## src/rtl/led_shift_pkg.sv

```systemverilog
// Shared constants and helpers for the LED shift engine.
// Mode encodings and the tick counter width function.
package led_shift_pkg;

  localparam logic [1:0] MODE_SHL  = 2'b00;
  localparam logic [1:0] MODE_SHR  = 2'b01;
  localparam logic [1:0] MODE_ROL  = 2'b10;
  localparam logic [1:0] MODE_HOLD = 2'b11;

  // Bits needed to count 0..tick_cycles-1.
  function automatic int cnt_w(input int tick_cycles);
    return $clog2(tick_cycles);
  endfunction

endpackage

```

## src/rtl/led_shift_engine_tick_gen.sv

```systemverilog
// Step tick generator: free-running 0..TICK_CYCLES-1 counter with restart.
// tick is decoded from the counter, so it is high for exactly one cycle per period.
module tick_gen
  import led_shift_pkg::*;
#(
  parameter int TICK_CYCLES = 27000000
) (
  input  logic clk,
  input  logic reset,
  input  logic restart,
  output logic tick
);

  localparam int CW = cnt_w(TICK_CYCLES);
  localparam logic [CW-1:0] LAST = CW'(TICK_CYCLES - 1);

  logic [CW-1:0] count;

  if (TICK_CYCLES < 2) begin : g_bad_tick
    $error("tick_gen: TICK_CYCLES must be at least 2");
  end

  always_ff @(posedge clk) begin
    if (!reset) begin
      count <= '0;
    end else if (restart || (count == LAST)) begin
      count <= '0;
    end else begin
      count <= count + CW'(1);
    end
  end

  assign tick = (count == LAST);

endmodule

```

## src/rtl/led_shift_engine.sv

```systemverilog
// LED shift engine: synchronised button input, shift/rotate/hold register,
// parallel load and polarity-selectable LED drive.
module led_shift_engine
  import led_shift_pkg::*;
#(
  parameter int WIDTH          = 6,
  parameter int TICK_CYCLES    = 27000000,
  parameter bit ACTIVE_LOW_OUT = 1'b1
) (
  input  logic             clk,
  input  logic             reset,
  input  logic             data,
  input  logic [1:0]       mode,
  input  logic             load_n,
  input  logic [WIDTH-1:0] load_val,
  output logic [WIDTH-1:0] led,
  output logic             sout,
  output logic             tick
);

  logic             data_sync1;
  logic             data_sync2;
  logic             din;
  logic [WIDTH-1:0] q;
  logic [WIDTH-1:0] q_next;
  logic             sout_next;

  if (WIDTH < 2 || WIDTH > 32) begin : g_bad_width
    $error("led_shift_engine: WIDTH must be in 2..32");
  end

  tick_gen #(
    .TICK_CYCLES(TICK_CYCLES)
  ) u_tick_gen (
    .clk    (clk),
    .reset  (reset),
    .restart(~load_n),
    .tick   (tick)
  );

  // Synchroniser idles at 1 so a released button reads as din = 0.
  always_ff @(posedge clk) begin
    if (!reset) begin
      data_sync1 <= 1'b1;
      data_sync2 <= 1'b1;
    end else begin
      data_sync1 <= data;
      data_sync2 <= data_sync1;
    end
  end

  assign din = ~data_sync2;

  // Load wins over a coincident tick; that step is simply dropped.
  always_comb begin
    q_next    = q;
    sout_next = sout;
    if (!load_n) begin
      q_next = load_val;
    end else if (tick) begin
      case (mode)
        MODE_SHL: begin
          q_next    = {q[WIDTH-2:0], din};
          sout_next = q[WIDTH-1];
        end
        MODE_SHR: begin
          q_next    = {din, q[WIDTH-1:1]};
          sout_next = q[0];
        end
        MODE_ROL: begin
          q_next    = {q[WIDTH-2:0], q[WIDTH-1]};
          sout_next = q[WIDTH-1];
        end
        default: begin
          q_next    = q;
          sout_next = sout;
        end
      endcase
    end
  end

  always_ff @(posedge clk) begin
    if (!reset) begin
      q    <= '0;
      sout <= 1'b0;
    end else begin
      q    <= q_next;
      sout <= sout_next;
    end
  end

  assign led = ACTIVE_LOW_OUT ? ~q : q;

endmodule

```

## config.mk

```make
export PLATFORM = sky130hd
export DESIGN_NAME = led_shift_engine
export DESIGN_NICKNAME = d
export VERILOG_FILES = /design/src/rtl/led_shift_pkg.sv /design/src/rtl/led_shift_engine_tick_gen.sv /design/src/rtl/led_shift_engine.sv
export SDC_FILE = /design/constraint.sdc
export NUM_CORES = 1
export LEC_CHECK = 0
export BUFFER_PORTS_ARGS = -buffer_cell sky130_fd_sc_hd__buf_4
export CAP_MARGIN = 15
export CORE_MARGIN = 3
export CORE_UTILIZATION = 60
export DETAILED_ROUTE_END_ITERATION = 10
export MAX_ROUTING_LAYER = met4
export PLACE_DENSITY = 0.93
export SLEW_MARGIN = 20
export SYNTH_ARGS = -nofsm -noshare
export SYNTH_HDL_FRONTEND = slang
export SYNTH_HIERARCHICAL = 1
export SYNTH_SLANG_ARGS = --single-unit
```

## constraint.sdc

```tcl
create_clock -name clk -period 3.01 [get_ports clk]
set_input_delay 0.301 -clock clk [delete_from_list [all_inputs] [get_ports clk]]
set_output_delay 0.301 -clock clk [all_outputs]
set_load 0.01 [all_outputs]
```

**Word-level counts from Yosys, hierarchy flattened**

Index checks and enable logic that the tools add are counted.

- Register bits after elaboration: 34
- Input bits: 12
- Output and inout port bits: 8
- Logic and storage cells: 26

- Add/sub/neg operators: 1
- Equality and inequality tests: 5
- Mux-type cells: 4
- Bitwise gates (word level): 4
- Reductions and logical operators: 7

Operators by type and width:

| cell | count |
|---|---|
| 25-bit by 1-bit adder with 25-bit output, second input constant | 1 |
| 25-bit equality test, second input constant | 1 |
| 6-bit case mux with 3 select lines | 1 |
| 6-bit two-way mux | 2 |
| 6-bit NOT | 1 |
| 4-bit by 1-bit != test with 1-bit output, second input constant | 1 |
| 2-bit OR reduction | 2 |
| 1-bit NOT | 3 |
| 3-bit AND reduction | 1 |
| 2-bit by 1-bit equality test with 1-bit output, second input constant | 1 |
| 2-bit equality test, second input constant | 1 |
| 2-bit logical NOT | 1 |
| 2-bit by 1-bit != test with 1-bit output, second input constant | 1 |
| 1-bit case mux with 2 select lines | 1 |
| 2-bit AND reduction | 1 |
| 2-bit nonzero test | 1 |
| 1-bit logical OR | 1 |

**Logic depth before layout (Yosys ltp)**

- Word-level depth: 4
- Gate-level depth with buffers: 7
- Mapped depth without buffers: 7

**Hierarchy**

Netlist, hierarchy kept.

By module, submodules not included:

| module | instances | cells each | area each (um^2) | sequential area each (um^2) |
|---|---|---|---|---|
| tick_gen | 1 | 136 | 1,162.4 | 500.5 |
| led_shift_engine | 1 | 54 | 556.8 | 180.2 |

**Worst setup path before layout**

No wires, ideal clock.

- Kind: register to register
- Start point: register u_tick_gen.count[0]
- End point: register sout
- Setup time: 122 ps
- Arrival: 1,790 ps
- Path slack: 1,099 ps
- Cell stages (with the launch flop): 7
- Path buffers: 0
- Clock period less this slack: 1,911 ps
- Cells stage by stage: dfxtp_1 ha_1 and4_2 nand4_1 nor2_1 nand2_1 o311a_1

- Cells in the longest elaborated chain, start to end: 2

Ends and longest elaborated chain:

| item | RTL line | source |
|---|---|---|
| start, declared | led_shift_engine_tick_gen.sv:17 | `logic [CW-1:0] count;` |
| start signal, assigned | led_shift_engine_tick_gen.sv:29 | `count <= count + CW'(1);` |
| 25-bit equality test | led_shift_engine_tick_gen.sv:33 | `assign tick = (count == LAST);` |
| net tick | led_shift_engine.sv:18 | `output logic tick` |
| 3-bit AND reduction (no line) | n/a |  |
| end signal, assigned | led_shift_engine.sv:88 | `sout <= sout_next;` |
| end, declared | led_shift_engine.sv:17 | `output logic sout,` |

The timed path passes the listed nets, and every way through them passes these cells.
A chain may end at the register's enable or synchronous reset.

**Worst setup path in the final report**

- Start point: register u_tick_gen.count[0]
- End point: output tick

- Cells in the longest elaborated chain, start to end: 1

Ends and longest elaborated chain:

| item | RTL line |
|---|---|
| 25-bit equality test | led_shift_engine_tick_gen.sv:33 |
| end, declared | led_shift_engine.sv:18 |

No other way between the ends.

==> results.py <==
metrics = {
    "outcome": {
        "status": "finished clean",
    },
    "critical_path": {
        "r2r_slack_ns": 0.90,
        "path_max_fanout": 4,
        "crit_type": "register to primary output",
        "cp-end-kind": "primary output",
        "start_kind": "register",
        "cp.arrival_ns": 1.91,
        "crit_required_ns": 2.71,
    },
    "placement": {
        "place_inst": 235,
        "portBuffers": 19,
        "hpwl_mm": 3.08,
        "placed_cell_area_um2": 1890,
        "routabilityCongestion": 0.867,
    },
    "sta": {
        "relSlewSlack_pct": 71.3,
        "clock.fmax_mhz": 453,
        "final-hold-violation-count": 0,
        "worst-slew-pin-transition_ns": 0.429,
        "setup-tns-final_ns": 0,
        "finalCritPeriodShare_pct": 73.3,
        "grt_setup_unrepaired": "no",
        "period_needed_ns": 2.21,
        "slew_viol_final": 0,
        "clock_skew_ns": 0.0112,
        "finalSetupViolations": 0,
    },
    "layout": {
        "final_util_pct": 74.5,
        "layout.cells.non_filler": 242,
        "multi_input_area_um2": 972,
        "design_area_um2": 1930,
        "area_growth_pct": 12.3,
        "n_antenna_cell": 0,
        "nets": 230,
        "register_area_um2": 681,
        "fillerInstances": 194,
        "layout-drive-gt1-share_pct": 18.9,
    },
    "cts": {
        "cts-resized-gates": 0,
        "cts_buffer_depth": 2,
        "clock_latency_ns": 0.34,
        "cts_setup_buffers": 0,
        "cts-root-buf": "clkbuf_4",
        "htreeDepth": 2,
        "cts_hold_buf": 0,
        "cts_tree": "yes",
        "cts.sinks": 34,
        "cts_buffers": 5,
        "clkTransAtPathRegs_ns": 0.09,
    },
    "power_and_ir_drop": {
        "seqPwrFrac_pct": 59.7,
        "switching_share_pct": 24.8,
        "p_per_area_nw_per_um2": 402,
        "peakVddDrop_v": 0.000377,
        "p_int_mw": 0.584,
        "switchingPower_mw": 0.193,
        "clock_power_share_pct": 29.7,
        "finalPower_mw": 0.777,
        "leakagePower_nw": 0.672,
        "combPwrFrac_pct": 10.6,
    },
    "global_route": {
        "antenna_found_initial": 0,
        "grt_pass1_wl_mm": 6.59,
        "grt_start_max_net_pins": 25,
        "grt_pass1_vias": 1456,
        "grt_use_total_pct": 25.1,
        "gr-total-overflow": 0,
    },
    "routing": {
        "totalWireLength_mm": 4.08,
        "vias_per_cell": 6.57,
        "first_pass_iters": 5,
        "vias": 1589,
        "antenna_left": 0,
        "drc": 0,
        "dr.first_iter.drc_count": 122,
        "wl_per_cell_um": 16.9,
    },
    "flow_run": {
        "maxCapViolations": 0,
    },
    "min_path": {
        "hold_path_class": "input pin to register",
    },
    "synth": {
        "synthCells": 190,
        "yosysSeqAreaShare_pct": 39.6,
        "synthAdderAreaFrac_pct": 4.37,
        "avgSynthCellArea_um2": 9.05,
        "syn_area_um2": 1720,
        "synth_edf_count": 0,
        "async_flop_share_pct": 0,
        "synth_top_family_by_area": "simple AND/OR/NAND/NOR gates",
        "ys_warn_count": 6,
        "synthFlopType": "dfxtp_1",
        "synth-seq-cells": 34,
        "synth-simple-area-share_pct": 25.8,
        "syn-num-nets": 208,
        "muxShareOfSynthArea_pct": 0.655,
        "yosys.area_share.xor_xnor_pct": 6.11,
        "yosysUniqueCellTypes": 38,
        "synth_compound_area_share_pct": 19.7,
    },
    "die": {
        "die_h_um": 59.5,
        "coreArea_um2": 2590,
        "rows": 18,
        "boundaryPins": 20,
        "start_util_pct": 66.4,
        "fp.dieW_um": 59.5,
        "design.die.area_um2": 3540,
    },
}
[per-layer routing]
layer,GRT usage [%],up-vias,share of wire (%)
met1,28.9,750,38
li1,-,744,-
met3,7.41,14,7.6
met5,-,-,0
met2,41.0,81,52
met4,9.49,0,1.7
[placed cells by master (no fill, tap or decap), types with 2 or more instances in the layout]
cell type and n:
or4_1 4, buf_4 20, nand2_1 10, a2bb2oi_1 5, nand3_1 6, nand2b_1 3
and2_1 2, and3_1 2, and4_1 3, nand4_1 11, inv_1 12, clkbuf_4 5
a21oi_1 11, or3_1 6, nor4_1 2, dfxtp_1 34, a221oi_2 6, o21ai_0 13
nor2_1 16, ha_1 6, xnor2_1 6, clkbuf_1 2, xor2_1 6, o31ai_1 5
and4_2 2
[cell usage after synthesis, types with 3 or more instances]
master,n,area (um2)
or4_1,4,30.0
ha_1,6,75.1
dfxtp_1,34,681
xor2_1,6,52.6
and4_1,3,26.3
nand2b_1,3,18.8
xnor2_1,6,52.6
a2bb2oi_1,5,43.8
a21oi_1,11,55.1
nand3_1,6,30.0
nand2_1,10,37.5
a221oi_2,6,90.1
o21ai_0,13,65.1
or3_1,6,37.5
o31ai_1,5,37.5
inv_1,12,45.0
nand4_1,11,68.8
clkbuf_1,3,11.3
nor2_1,16,60.1
[critical path, stage by stage (launching register included)]
cell	delay (ns)
dfxtp_1	0.39
ha_1	0.26
and4_2	0.27
nand4_1	0.12
nor2_1	0.34
buf_4	0.20
[per-stage QoR]
step                hold WS [ns]  setup slack (ns)
floorplan                  0.374              1.10
global placement           0.399              1.11
detailed placement         0.409             0.929
CTS                        0.133             0.799
global route               0.135             0.706
finish                     0.146             0.803
[state kept, by name (all words and copies together), names as in the netlist]
register,cells
data_sync1,1
data_sync2,1
q,6
sout,1
u_tick_gen/count,25
[logic make-up after synthesis]
group           Yosys count
mux                       1
xor+xnor                 12
buf+inv                  17
simple gates             75
compound gates           45
fa+ha+maj                 6
flops                    34
[power by group through the flow]
stage	combinational [mW]	sequential (mW)	clock, mW
3_3_place_gp	0.0757	0.473	0
4_1_cts	0.0817	0.463	0.239
2_1_floorplan	0.0482	0.472	0
6_report	0.0823	0.464	0.231
5_1_grt	0.0886	0.465	0.254
3_5_place_dp	0.0810	0.474	0
[cell type report]
| cell class | instances | share of cell area, % |
|---|---|---|
| clock buffers | 7 | 2.33 |
| inverters | 12 | 2.33 |
| multi-input cells | 139 | 50.4 |
| flip-flops and latches | 34 | 35.3 |
| well taps | 30 | 1.94 |
| repair buffers | 20 | 7.78 |
[path summary, 6_finish.rpt]
check                                         start    endpoint  cells past startpoint
worst max-delay path            u_tick_gen/count[0]        tick                      5
worst min-delay path                           data  data_sync1                      2
worst max register to register  u_tick_gen/count[0]        q[0]                      7
worst min register to register           data_sync1  data_sync2                      1
(Power assumes the default switching activity.)
